<file path="src/rtl/updown_ctrl_pkg.sv">
// Shared constants for the updown_ctrl run-to-target counter controller.
package updown_ctrl_pkg;

  localparam int WIDTH_DEF    = 4;
  localparam int DIV_BITS_DEF = 25;

  localparam logic [1:0] ST_IDLE = 2'd0;
  localparam logic [1:0] ST_RUN  = 2'd1;
  localparam logic [1:0] ST_DONE = 2'd2;

  localparam logic DIR_UP   = 1'b1;
  localparam logic DIR_DOWN = 1'b0;

  function automatic logic [1:0] onehot2(input logic idx);
    onehot2 = idx ? 2'b10 : 2'b01;
  endfunction

endpackage

</file>
<file path="src/rtl/updown_ctrl_tick_gen.sv">
// Step-rate prescaler: one-cycle tick every 2^DIV_BITS clk cycles, restartable via clr.
module updown_tick_gen
  import updown_ctrl_pkg::*;
#(
  parameter int DIV_BITS = DIV_BITS_DEF
) (
  input  logic clk,
  input  logic rst,
  input  logic clr,
  output logic tick
);

  logic [DIV_BITS-1:0] pre_q;
  logic [DIV_BITS-1:0] pre_d;

  // Next prescaler value: restart on clear, otherwise free-run.
  always_comb begin
    if (clr) begin
      pre_d = '0;
    end else begin
      pre_d = pre_q + DIV_BITS'(1);
    end
  end

  // Prescaler register.
  always_ff @(posedge clk) begin
    if (rst) begin
      pre_q <= '0;
    end else begin
      pre_q <= pre_d;
    end
  end

  assign tick = &pre_q;

endmodule

</file>
<file path="src/rtl/updown_ctrl.sv">
// Round-robin, run-to-target up/down counter controller for two requesters.
// Build option: define UPDOWN_CTRL_WRAP_EN to let runs wrap modulo 2^WIDTH.
module updown_ctrl
  import updown_ctrl_pkg::*;
#(
  parameter int WIDTH    = WIDTH_DEF,
  parameter int DIV_BITS = DIV_BITS_DEF
) (
  input  logic             clk,
  input  logic             rst,
  input  logic [1:0]       req,
  input  logic [1:0]       dir,
  input  logic [WIDTH-1:0] tgt0,
  input  logic [WIDTH-1:0] tgt1,
  output logic [1:0]       gnt,
  output logic             owner,
  output logic             busy,
  output logic [WIDTH-1:0] count,
  output logic             done,
  output logic             err
);

  logic [1:0]       state_q, state_d;
  logic             ptr_q, ptr_d;
  logic [WIDTH-1:0] count_q, count_d;
  logic [WIDTH-1:0] tgt_q, tgt_d;
  logic             dir_q, dir_d;
  logic [1:0]       gnt_q, gnt_d;
  logic             owner_q, owner_d;
  logic             busy_q, busy_d;
  logic             done_q, done_d;
  logic             err_q, err_d;
  logic             grant_s;
  logic             win_s;
  logic             tick_s;
  logic             blocked_s;
  logic [WIDTH-1:0] next_cnt_s;

  updown_tick_gen #(.DIV_BITS(DIV_BITS)) u_tick (
    .clk  (clk),
    .rst  (rst),
    .clr  (grant_s),
    .tick (tick_s)
  );

  // Candidate next count and whether the step would cross a boundary.
  always_comb begin
    if (dir_q == DIR_UP) begin
      next_cnt_s = count_q + WIDTH'(1);
    end else begin
      next_cnt_s = count_q - WIDTH'(1);
    end
`ifdef UPDOWN_CTRL_WRAP_EN
    blocked_s = 1'b0;
`else
    if (dir_q == DIR_UP) begin
      blocked_s = (count_q == '1);
    end else begin
      blocked_s = (count_q == '0);
    end
`endif
  end

  // Arbiter, FSM and counter next-state logic.
  always_comb begin
    state_d = state_q;
    ptr_d   = ptr_q;
    count_d = count_q;
    tgt_d   = tgt_q;
    dir_d   = dir_q;
    owner_d = owner_q;
    err_d   = err_q;
    gnt_d   = 2'b00;
    grant_s = 1'b0;
    win_s   = ptr_q;
    case (state_q)
      ST_IDLE: begin
        if (req != 2'b00) begin
          win_s   = req[ptr_q] ? ptr_q : ~ptr_q;
          grant_s = 1'b1;
          gnt_d   = onehot2(win_s);
          owner_d = win_s;
          ptr_d   = ~win_s;
          dir_d   = dir[win_s];
          tgt_d   = win_s ? tgt1 : tgt0;
          err_d   = 1'b0;
          state_d = ST_RUN;
        end else begin
          state_d = ST_IDLE;
        end
      end
      ST_RUN: begin
        // The first RUN cycle resolves zero-length runs before any tick can occur.
        if (count_q == tgt_q) begin
          state_d = ST_DONE;
        end else if (tick_s) begin
          if (blocked_s) begin
            err_d   = 1'b1;
            state_d = ST_DONE;
          end else begin
            count_d = next_cnt_s;
            state_d = (next_cnt_s == tgt_q) ? ST_DONE : ST_RUN;
          end
        end else begin
          state_d = ST_RUN;
        end
      end
      ST_DONE: begin
        state_d = ST_IDLE;
      end
      default: begin
        state_d = ST_IDLE;
      end
    endcase
    busy_d = (state_d != ST_IDLE);
    done_d = (state_d == ST_DONE);
  end

  // State and output registers.
  always_ff @(posedge clk) begin
    if (rst) begin
      state_q <= ST_IDLE;
      ptr_q   <= 1'b0;
      count_q <= '0;
      tgt_q   <= '0;
      dir_q   <= DIR_DOWN;
      gnt_q   <= 2'b00;
      owner_q <= 1'b0;
      busy_q  <= 1'b0;
      done_q  <= 1'b0;
      err_q   <= 1'b0;
    end else begin
      state_q <= state_d;
      ptr_q   <= ptr_d;
      count_q <= count_d;
      tgt_q   <= tgt_d;
      dir_q   <= dir_d;
      gnt_q   <= gnt_d;
      owner_q <= owner_d;
      busy_q  <= busy_d;
      done_q  <= done_d;
      err_q   <= err_d;
    end
  end

  assign gnt   = gnt_q;
  assign owner = owner_q;
  assign busy  = busy_q;
  assign count = count_q;
  assign done  = done_q;
  assign err   = err_q;

endmodule

</file>
<file path="config.mk">
export PLATFORM = sky130hd
export DESIGN_NAME = updown_ctrl
export DESIGN_NICKNAME = d
export VERILOG_FILES = /design/src/rtl/updown_ctrl_pkg.sv /design/src/rtl/updown_ctrl_tick_gen.sv /design/src/rtl/updown_ctrl.sv
export SDC_FILE = /design/constraint.sdc
export NUM_CORES = 1
export LEC_CHECK = 0
export ABC_AREA = 1
export BUFFER_PORTS_ARGS = -buffer_cell sky130_fd_sc_hd__buf_2
export CORE_UTILIZATION = 58
export CTS_CLUSTER_SIZE = 40
export DETAILED_ROUTE_END_ITERATION = 10
export HOLD_SLACK_MARGIN = 0.06
export PLACE_DENSITY = 0.79
export SYNTH_ARGS = -nofsm -noshare
export SYNTH_HDL_FRONTEND = slang
export SYNTH_SLANG_ARGS = --single-unit
</file>
<file path="constraint.sdc">
create_clock -name clk -period 2 [get_ports clk]
set_clock_uncertainty 0.15 [all_clocks]
set_input_delay 0.1 -clock clk [delete_from_list [all_inputs] [get_ports clk]]
set_output_delay 0.1 -clock clk [all_outputs]
set_load 0.01 [all_outputs]
</file>
==> run summary <==
CTS H-tree lvls - 2
Fin. Hold Viols - 0
Slew headroom - 0.624
Sw frac - 0.292
Top Metal Used - met4
DRT iter0 DRCs - 127
Syn avg cell area - 6.93 um^2
Syn Nets - 338
Largest net degree at the start of global routing - 23
TritonCTS buffer count - 5
Routed WL per cell - 11.9 um
Worst-path clk slew - 0.08 ns
Reg2reg setup slack - 0.12 ns
CP Capture Type - flop
CP max stage cell - fa_1
Slew of the pin with the lowest slew margin - 0.562 ns
Die outline width - 63.8 um
Setup bufs post-CTS - 0
Top cell by count, worst path - nand2_1
DRT antenna net count - 0
Seq/Total Area, Yosys - 0.388
CTS Buffer Depth - 2
Worst r2r path cells - 10
Hold WC Path Type - primary input to flop
Row count - 22
Setup TNS - 0 ns
Antenna violations before repair - 0
Status - finished clean
Worst setup startpoint - count[0]$_SDFFE_PP0P_
Mapped cell area - 2220 um^2
Clock power share - 0.313
Lkg Pwr - 0.00118 uW
Global route overflow - 0
Met3 Routed Length - 193 um
Die height - 63.8 um
Power per cell area - 737 nW/um^2
Setup violators final - 0
Final Cycle Share - 0.941
Die area - 4080 um^2
First-pass GRT wire length - 8390 um
Layout cells sized above 1 - 0.143
Vias post-DR - 2,146
Worst R2R Start - count[0]$_SDFFE_PP0P_
Worst VDD drop - 0.523 mV
Initial Util - 0.606
Gate power share - 0.194
CTS tree - built
RR Endpoint - state_q[0]$_SDFF_PP0_
Crit-path max cell delay - 0.58 ns
Latest clock arrival within the worst-skew pair - 0.30 ns
Number of synthesized register bits - 43
Critical Path End - state_q[0]$_SDFF_PP0_
Hold_ws - 0.0862 ns
DR DRC count - 0
Layout area overhead - 18.8%
RSZ-0062 raised after global routing - no
Via density - 5.21
Critical path, cell by cell - inv_2 > fa_1 > xor2_1 > nand2_1 > nor2_1 > nand3_1 > nand2_1 > nand2_1 > nand3_1 > nand2_1
Final Max Slew Viols - 0
Sw power - 568 uW
Worst EP required - 2.05 ns
Seq pwr share - 0.493
Max-cap violations - 0
Top achievable clock speed - 531 MHz
Worst Hold Launch - req[1]
Count of cell types in the netlist - 36
Drt total wl - 4920 um
Top delay family on crit path - adder cells
DRT met1 WL - 2160 um
WP buf/inv - 1
GRT Total Usage - 0.266
Critical path startpoint category - flop
GP Congestion - 0.935
Antenna Cells - 0
Crit path DAT - 1.93 ns
Peak fanout along the critical path - 4
Router iterations before antenna repair - 4
DPL Wire Length - 3470 um
PortBufs - 23
CP Class - flop to flop
Clk root buf - clkbuf_8
Vias in the first global route - 1,959
Min cycle time layout - 1.88 ns
Final Power - 1940 uW
Fin nets - 381
Sink Count - 43
I/O pins - 24
Int Pwr - 1370 uW
Synth Warn # - 0
Mapped Cells - 320
Metal2 WL - 2450 um
CORE AREA - 3660 um^2
Stages on the worst setup path - 10
stage by stage:
step / instances / worst slack, ns / utilization / area (um^2)
4_1_cts: 412 / 0.0846 / 0.719 / 2630
2_1_floorplan: 320 / 0.0762 / - / 2220
3_3_place_gp: 391 / 0.145 / 0.657 / 2400
3_5_place_dp: 391 / 0.101 / 0.657 / 2400
6_report: 412 / 0.118 / 0.720 / 2640
5_1_grt: 412 / 0.0102 / 0.720 / 2640
area by class of cell:
| type | count | area [um^2] |
|---|---|---|
| clock buffer | 8 | 100 |
| fill | 300 | 1030 |
| inverter | 50 | 188 |
| multi-input combinational | 224 | 1160 |
| sequential | 43 | 862 |
| tap | 48 | 60.1 |
| timing repair buffer | 39 | 268 |
synth_stat cells, drive strengths merged:
master | count | area share
a211oi | 2 | 0.0068
a21boi | 2 | 0.0068
a21oi | 17 | 0.038
a22oi | 1 | 0.0034
and3 | 1 | 0.0028
buf | 1 | 0.0023
clkbuf | 2 | 0.0034
dfxtp | 43 | 0.39
fa | 1 | 0.0090
ha | 3 | 0.017
inv | 50 | 0.085
nand2 | 86 | 0.15
nand3 | 17 | 0.056
nand4 | 7 | 0.020
nor2 | 47 | 0.096
nor3 | 12 | 0.034
nor3b | 2 | 0.0090
nor4 | 1 | 0.0028
o211ai | 4 | 0.014
o21a | 2 | 0.0068
o21ai | 11 | 0.025
o21bai | 1 | 0.0034
or2 | 2 | 0.0056
xnor2 | 2 | 0.0079
xor2 | 3 | 0.012
per-layer routing:
| metal | vias up | global-route usage |
|---|---|---|
| li1 | 1107 | - |
| met1 | 976 | 0.303 |
| met2 | 50 | 0.460 |
| met3 | 13 | 0.0732 |
| met4 | 0 | 0.122 |
| met5 | - | 0 |
cell usage in the layout (no fill, tap or decap), types with 2 or more instances in the layout:
cell type | synthesis | final
dlygate4sd3_1 | 0 | 13
a21boi_1 | 2 | 2
dfxtp_1 | 43 | 42
nor2_4 | 2 | 2
buf_4 | 0 | 3
inv_1 | 46 | 46
o211ai_1 | 4 | 4
nand3_2 | 3 | 3
o21a_1 | 2 | 2
clkbuf_8 | 0 | 7
buf_2 | 1 | 23
nor2_2 | 2 | 2
a21oi_1 | 17 | 17
o21ai_0 | 9 | 9
o21ai_1 | 2 | 2
nor3_1 | 10 | 10
inv_2 | 4 | 4
nand4_1 | 7 | 7
ha_1 | 3 | 3
nor2_1 | 42 | 42
nand3_1 | 12 | 12
a211oi_1 | 2 | 2
xnor2_1 | 2 | 2
xor2_1 | 3 | 3
nand2_1 | 86 | 86
nand3_4 | 2 | 2
worst min-delay path by stage:
stage | end | cells after the start
detailed placement | tgt_q[1]$_SDFFE_PP0P_ | 3
floorplan | busy$_SDFF_PP0_ | 1
finish | ptr_q$_SDFFE_PP0P_ | 6
CTS | ptr_q$_SDFFE_PP0P_ | 6
global route | ptr_q$_SDFFE_PP0P_ | 6
global placement | tgt_q[1]$_SDFFE_PP0P_ | 3
power by group through the flow:
stage | Clock [uW] | Sequential, uW | Combinational, uW
2_1_floorplan | 0 | 976 | 238
3_3_place_gp | 0 | 975 | 334
3_5_place_dp | 0 | 976 | 342
4_1_cts | 621 | 956 | 370
5_1_grt | 659 | 964 | 427
6_report | 608 | 957 | 377
tightest hold or removal path: cells and delay by family:
kind	cells	cell delay [ns]
AOI/OAI and AO/OA	1	0.06
buffers and inverters	2	0.15
and+or+nand+nor	3	0.18
sequential cells by signal (all words and copies together) (netlist names):
register      flops
ptr_q             1
owner             1
done              1
state_q           2
count             4
busy              1
dir_q             1
gnt               2
tgt_q             4
err               1
u_tick.pre_q     25
repair_timing:
item,4_1_cts,5_1_grt
hold buffers,13,0
endpoints found under the hold margin,15,0
endpoints found under the setup margin,0,1
gates resized for setup,0,1
cell families after synthesis:
| family | share of synthesized area |
|---|---|
| XOR/XNOR | 0.0197 |
| AO/OA/AOI/OAI | 0.104 |
| buffers and inverters | 0.0902 |
| adder cells (fa/ha/maj) | 0.0259 |
| AND/OR/NAND/NOR | 0.372 |
| flip-flops | 0.388 |
Note: power is estimated with default switching activity, not from simulation.
